### src/rtl/dma_scheduler_pkg.sv
// Shared encodings for the S2MM scheduler: FSM states, DataMover command
// field layout and status bit positions.
package dma_scheduler_pkg;

  typedef enum logic [2:0] {
    ST_IDLE  = 3'd0,
    ST_CMD   = 3'd1,
    ST_DATA  = 3'd2,
    ST_STS   = 3'd3,
    ST_ERROR = 3'd4
  } state_t;

  localparam int CMD_W         = 72;
  localparam int CMD_BTT_LSB   = 0;
  localparam int CMD_BTT_W     = 23;
  localparam int CMD_TYPE_BIT  = 23;
  localparam int CMD_EOF_BIT   = 30;
  localparam int CMD_SADDR_LSB = 32;
  localparam int CMD_SADDR_W   = 32;
  localparam int CMD_TAG_LSB   = 64;
  localparam int CMD_TAG_W     = 4;

  localparam int STS_OKAY_BIT   = 7;
  localparam int STS_SLVERR_BIT = 6;
  localparam int STS_DECERR_BIT = 5;
  localparam int STS_INTERR_BIT = 4;
  localparam int STS_TAG_LSB    = 0;
  localparam int STS_TAG_W      = 4;

  // INCR transfer with EOF set; every unnamed field stays zero.
  function automatic logic [CMD_W-1:0] pack_cmd(
    input logic [CMD_SADDR_W-1:0] saddr,
    input logic [CMD_BTT_W-1:0]   btt,
    input logic [CMD_TAG_W-1:0]   tag
  );
    logic [CMD_W-1:0] w;
    w = '0;
    w[CMD_BTT_LSB +: CMD_BTT_W]     = btt;
    w[CMD_TYPE_BIT]                 = 1'b1;
    w[CMD_EOF_BIT]                  = 1'b1;
    w[CMD_SADDR_LSB +: CMD_SADDR_W] = saddr;
    w[CMD_TAG_LSB +: CMD_TAG_W]     = tag;
    return w;
  endfunction

endpackage

### src/rtl/dma_scheduler.sv
// S2MM burst sequencer: one DataMover command, BURST_LEN pass-through beats,
// then a tagged status check per burst; status errors park the block in ERROR.
//
// state    | meaning
// ---------+-------------------------------------------------------------
// ST_IDLE  | waiting for enable; latches the buffer address on exit
// ST_CMD   | command word presented until the DataMover takes it
// ST_DATA  | stream passes straight through, beats counted
// ST_STS   | waiting for the DataMover status of this burst
// ST_ERROR | bad status seen; everything quiet until clear_error
module dma_scheduler
  import dma_scheduler_pkg::*;
#(
  parameter int MM_ADDR_WIDTH = 32,
  parameter int DATA_WIDTH    = 32,
  parameter int BURST_LEN     = 16
) (
  input  logic                     aclk,
  input  logic                     aresetn,
  input  logic                     enable,
  input  logic                     clear_error,
  input  logic [DATA_WIDTH-1:0]    S_AXIS_tdata,
  input  logic                     S_AXIS_tvalid,
  output logic                     S_AXIS_tready,
  output logic [DATA_WIDTH-1:0]    M_AXIS_S2MM_tdata,
  output logic                     M_AXIS_S2MM_tvalid,
  input  logic                     M_AXIS_S2MM_tready,
  output logic                     M_AXIS_S2MM_tlast,
  output logic [CMD_W-1:0]         M_AXIS_CMD_tdata,
  output logic                     M_AXIS_CMD_tvalid,
  input  logic                     M_AXIS_CMD_tready,
  input  logic [7:0]               S_AXIS_STS_tdata,
  input  logic                     S_AXIS_STS_tvalid,
  output logic                     S_AXIS_STS_tready,
  input  logic [MM_ADDR_WIDTH-1:0] SM_write_buffer,
  output logic                     SM_writing,
  output logic                     SM_burst_done,
  output logic                     error,
  output logic [31:0]              stall_count
);

  localparam int BEAT_W = (BURST_LEN > 1) ? $clog2(BURST_LEN) : 1;
  localparam logic [BEAT_W-1:0]    LAST_BEAT = BEAT_W'(BURST_LEN - 1);
  localparam logic [CMD_BTT_W-1:0] BTT       = CMD_BTT_W'(BURST_LEN * DATA_WIDTH / 8);

  state_t                   state_q, state_d;
  logic [MM_ADDR_WIDTH-1:0] addr_q;
  logic [CMD_TAG_W-1:0]     tag_q;
  logic [BEAT_W-1:0]        beat_cnt;
  logic                     error_q;
  logic [31:0]              stall_q;
  logic                     sts_ok;

  // Command word depends only on flops, so it is stable for the whole CMD state.
  assign M_AXIS_CMD_tdata  = pack_cmd(CMD_SADDR_W'(addr_q), BTT, tag_q);
  assign M_AXIS_S2MM_tdata = S_AXIS_tdata;
  assign error             = error_q;
  assign stall_count       = stall_q;

  assign sts_ok = S_AXIS_STS_tdata[STS_OKAY_BIT]
                & ~S_AXIS_STS_tdata[STS_SLVERR_BIT]
                & ~S_AXIS_STS_tdata[STS_DECERR_BIT]
                & ~S_AXIS_STS_tdata[STS_INTERR_BIT]
                & (S_AXIS_STS_tdata[STS_TAG_LSB +: STS_TAG_W] == tag_q);

  always_comb begin
    state_d            = state_q;
    M_AXIS_CMD_tvalid  = 1'b0;
    M_AXIS_S2MM_tvalid = 1'b0;
    M_AXIS_S2MM_tlast  = 1'b0;
    S_AXIS_tready      = 1'b0;
    S_AXIS_STS_tready  = 1'b0;
    SM_writing         = 1'b0;
    SM_burst_done      = 1'b0;
    case (state_q)
      ST_IDLE: begin
        if (enable) state_d = ST_CMD;
      end
      ST_CMD: begin
        M_AXIS_CMD_tvalid = 1'b1;
        if (M_AXIS_CMD_tready) state_d = ST_DATA;
      end
      ST_DATA: begin
        M_AXIS_S2MM_tvalid = S_AXIS_tvalid;
        S_AXIS_tready      = M_AXIS_S2MM_tready;
        M_AXIS_S2MM_tlast  = (beat_cnt == LAST_BEAT);
        SM_writing         = S_AXIS_tvalid & M_AXIS_S2MM_tready;
        if (SM_writing && M_AXIS_S2MM_tlast) state_d = ST_STS;
      end
      ST_STS: begin
        S_AXIS_STS_tready = 1'b1;
        if (S_AXIS_STS_tvalid) begin
          if (sts_ok) begin
            SM_burst_done = 1'b1;
            state_d       = ST_IDLE;
          end else begin
            state_d = ST_ERROR;
          end
        end
      end
      ST_ERROR: begin
        if (clear_error) state_d = ST_IDLE;
      end
      default: state_d = ST_IDLE;
    endcase
  end

  always_ff @(posedge aclk or negedge aresetn) begin
    if (!aresetn) begin
      state_q  <= ST_IDLE;
      addr_q   <= '0;
      tag_q    <= '0;
      beat_cnt <= '0;
      error_q  <= 1'b0;
      stall_q  <= '0;
    end else begin
      state_q <= state_d;

      if (state_q == ST_IDLE && enable) addr_q <= SM_write_buffer;

      if (state_q == ST_CMD && M_AXIS_CMD_tready) beat_cnt <= '0;
      else if (SM_writing)                        beat_cnt <= beat_cnt + BEAT_W'(1);

      if (SM_burst_done) tag_q <= tag_q + CMD_TAG_W'(1);

      if (state_q == ST_STS && S_AXIS_STS_tvalid && !sts_ok) error_q <= 1'b1;
      else if (state_q == ST_ERROR && clear_error)           error_q <= 1'b0;

      if (S_AXIS_tvalid && !S_AXIS_tready && stall_q != '1) stall_q <= stall_q + 32'd1;
    end
  end

endmodule

### config.mk
export PLATFORM = sky130hd
export DESIGN_NAME = dma_scheduler
export DESIGN_NICKNAME = d
export VERILOG_FILES = /design/src/rtl/dma_scheduler_pkg.sv /design/src/rtl/dma_scheduler.sv
export SDC_FILE = /design/constraint.sdc
export NUM_CORES = 1
export LEC_CHECK = 0
export CORE_MARGIN = 1
export CORE_UTILIZATION = 35
export DETAILED_ROUTE_END_ITERATION = 10
export PLACE_DENSITY = 0.78
export SYNTH_ARGS = -nofsm -noshare
export SYNTH_HDL_FRONTEND = slang
export SYNTH_SLANG_ARGS = --single-unit
### constraint.sdc
create_clock -name aclk -period 2.24 [get_ports aclk]
set_input_delay 0.672 -clock aclk [delete_from_list [all_inputs] [get_ports aclk]]
set_output_delay 0.672 -clock aclk [all_outputs]
set_load 0.01 [all_outputs]
==> metrics.txt, run 1 <==
effective utilization at floorplan 36.5%; clk buf depth 2; number of buffers created by CTS 9; most common flop cell mapped by yosys dfrtp_1; share of the clock period used by the worst path after layout 99.2%; Distinct cells, synth 43; critical path buffer and inverter count 2; static leakage 2.50 nW; portion of total power attributed to sequential cells 35.0%; # rows 38; # H-tree levels 3; Post-Synth XOR/XNOR Area 8.94%; gate count after technology mapping 360; Final WS setup 0.0174 ns; global route total overflow 0; net switching share of the total power 29.5%; internal power consumption 4.29 mW; Final setup violation count 0; Sink Count 76; min cycle time layout 2.22 ns; Synth Register Bits 76; critical path required time 1.57 ns; antenna violations before repair 0; RSZ-0062 raised after global routing yes; type of the most critical hold path in -> async; FILL cells 971; Layout Skew 0.00734 ns; proportion of synthesized area in mux cells 10.1%; total number of nets in the final design 571; area taken by multi-input logic gates 1720 µm²; commonest cells after routing, fill and taps aside 104 x clkdlybuf4s50_1, 76 x dfrtp_1, 36 x conb_1; register clock-pin slew on the reported worst setup and hold paths 0.06 ns; adder and majority gate portion of the synthesized area 0.938%; critical path fanouts, max 2; Slowest cell on crit path nor4b_4; number of buffers inserted by port buffering 123; status complete, no violations; pin count of the biggest net entering global routing 45; dominant combinational cell family by area after synthesis simple AND/OR/NAND/NOR gates; number of ports placed on the die boundary 224; critical path, cell by cell clkdlybuf4s15_1, xnor2_1, nand2_2, nor4b_4, buf_2; startpoint type of the worst setup path input port; worst slew slack as a fraction of its limit 52.0%; share of synthesized registers carrying an async set or reset 100%; final number of hold-violating endpoints 0; count of flip-flops with a built-in enable after synthesis 0; number of nets with antenna violations after detailed routing 0; slowest cell delay on critical path 0.23 ns; P_sw 1.79 mW; number of optimization iterations in the first detailed-route pass 4; antenna cells 0; first-pass GRT wire length 14.4 mm; VDD IR-drop max 0.000696 V; final max-slew violation count 0; wire length per cell after detailed routing 14.3 µm; sequential area share after synthesis 47.5%; Root Buffer Master clkbuf_16; core area 11000 µm²; vias in the first global route 2915; Detail Placement HPWL 6.82 mm; cts hold-fix bufs 0; latest clock arrival within the worst-skew pair 0.33 ns; Die H 109 µm; arrival time of data at the critical path endpoint 1.55 ns; area growth from synthesis to final layout 40.3%; Post-Synth Simple-Gate Area 15.6%; Reg area 1900 µm²; 1st-iter DRT viols 110; most common cell after layout, fill and taps aside clkdlybuf4s50_1; Die Outline Area 11900 µm²; share of final-layout standard cells stronger than drive strength 1 22.9%; via count 2999; overall routing resource usage 15.8%; hold slack 0.374 ns; Setup CP Type in -> out; Placement Setup Slack -0.832 ns; Routability Congestion 0.803; total power divided by cell area 1080 nW/µm²; setup slack, reg-to-reg 0.11 ns; family of cells with the greatest summed delay on the critical path buffers and inverters; die width 109 µm; type of destination of the critical path output port; Avg Synthesized Cell Area 11.1 µm²; Post-route DRC 0; worst-margin pin slew 0.714 ns; Synth warnings 0; proportion of power drawn by combinational gates 38.7%; detail-routed via count per cell 4.74; peak clock frequency supported by timing 450 MHz; Final Routed Wirelength 9.07 mm; TritonCTS clock tree built; share of the synthesized area in compound gates (AO/OA/AOI/OAI) 2.66%; number of max-cap violations 0; clock power share 26.3%; post-synth design cell area 4000 µm²
-- power by group through the flow --
stage	clock network, mW	logic [mW]	registers (mW)
after global placement	0	2.33	2.12
after floorplan	0	0.984	2.31
after detailed placement	0	2.39	2.15
after CTS	1.64	2.38	2.13
after global routing	1.70	2.55	2.20
final	1.60	2.36	2.13
-- state kept, by name (all words and copies together), names as in the netlist --
name / count
tag_q: 4
addr_q: 32
beat_cnt: 4
error: 1
stall_count: 32
state_q: 3
-- cell families (layout without fill, tap and decap cells) --
group / after synthesis / after routing
compound gates: 13 / 13
xor+xnor: 40 / 40
fa+ha+maj: 3 / 3
buf+inv: 82 / 181
flops: 76 / 76
mux: 36 / 36
other cells: 2 / 36
simple gates: 108 / 108
-- final timing paths --
path                                   startpoint                     endpoint  depth (start not counted)
min in group aclk               error$_DFFE_PN0P_            error$_DFFE_PN0P_                          2
max in group asynchronous                 aresetn       addr_q[19]$_DFFE_PN0P_                          2
hold / removal                            aresetn   stall_count[1]$_DFFE_PN0P_                          2
setup reg to reg           state_q[0]$_DFFE_PN0P_  stall_count[29]$_DFFE_PN0P_                          7
setup / recovery              S_AXIS_STS_tdata[0]                SM_burst_done                          5
hold reg to reg                 error$_DFFE_PN0P_            error$_DFFE_PN0P_                          2
-- cells in the mapped netlist (all sizes together), types with 3 or more instances --
library cell	instances	share of area, %
xor2	23	5.0
clkbuf	6	0.56
xnor2	17	3.9
nor3	11	1.4
and4	6	1.3
nor2	18	1.7
nor4	5	1.2
and2	5	0.78
nand2	19	1.8
buf	69	13
and3	5	0.78
mux2	34	9.6
nand3	18	2.3
ha	3	0.94
inv	7	0.66
dfrtp	76	47
o21ai	3	0.37
nand4	10	1.6
-- per-stage QoR --
stage	TNS, ns	total power, mW	util [%]	instance area [µm²]	cells
4_1_cts	-0.114	6.15	50.9	5590	633
5_1_grt	-0.0565	6.44	51.2	5620	633
6_report	0	6.09	51.2	5620	633
2_1_floorplan	0	3.30	-	4130	394
3_3_place_gp	-7.44	4.45	48.0	5270	616
3_5_place_dp	-8.41	4.54	48.0	5270	616
-- per-layer routing --
metal	vias up	wire, µm	track usage, %
met2	121	4550	26.1
li1	1392	-	-
met1	1465	3790	19.7
met4	0	170	7.43
met3	21	565	3.05
met5	-	0	0
-- layout make-up --
class / count / share of cell area [%]
repair buffers: 158 / 26.0
inverters: 7 / 0.468
flip-flops and latches: 76 / 33.9
multi-input cells: 236 / 30.6
well taps: 140 / 3.12
clock inverters: 3 / 1.20
clock buffers: 13 / 4.81
-- what timing repair did --
item | CTS | global route
buffers inserted | 1 | 0
endpoints found under the setup margin | 16 | 10
resized for setup | 35 | 25
pin swaps | 5 | 5
(Power assumes the default switching activity.)
==> run 2, diff against run 1 <==
--- a/config.mk
+++ b/config.mk
@@ -12,3 +12,4 @@
 export SYNTH_ARGS = -nofsm -noshare
 export SYNTH_HDL_FRONTEND = slang
 export SYNTH_SLANG_ARGS = --single-unit
+export TNS_END_PERCENT = 50
==> results of run 2 <==
Same layout as run 1: the final DEF is identical, and so are final timing and power.
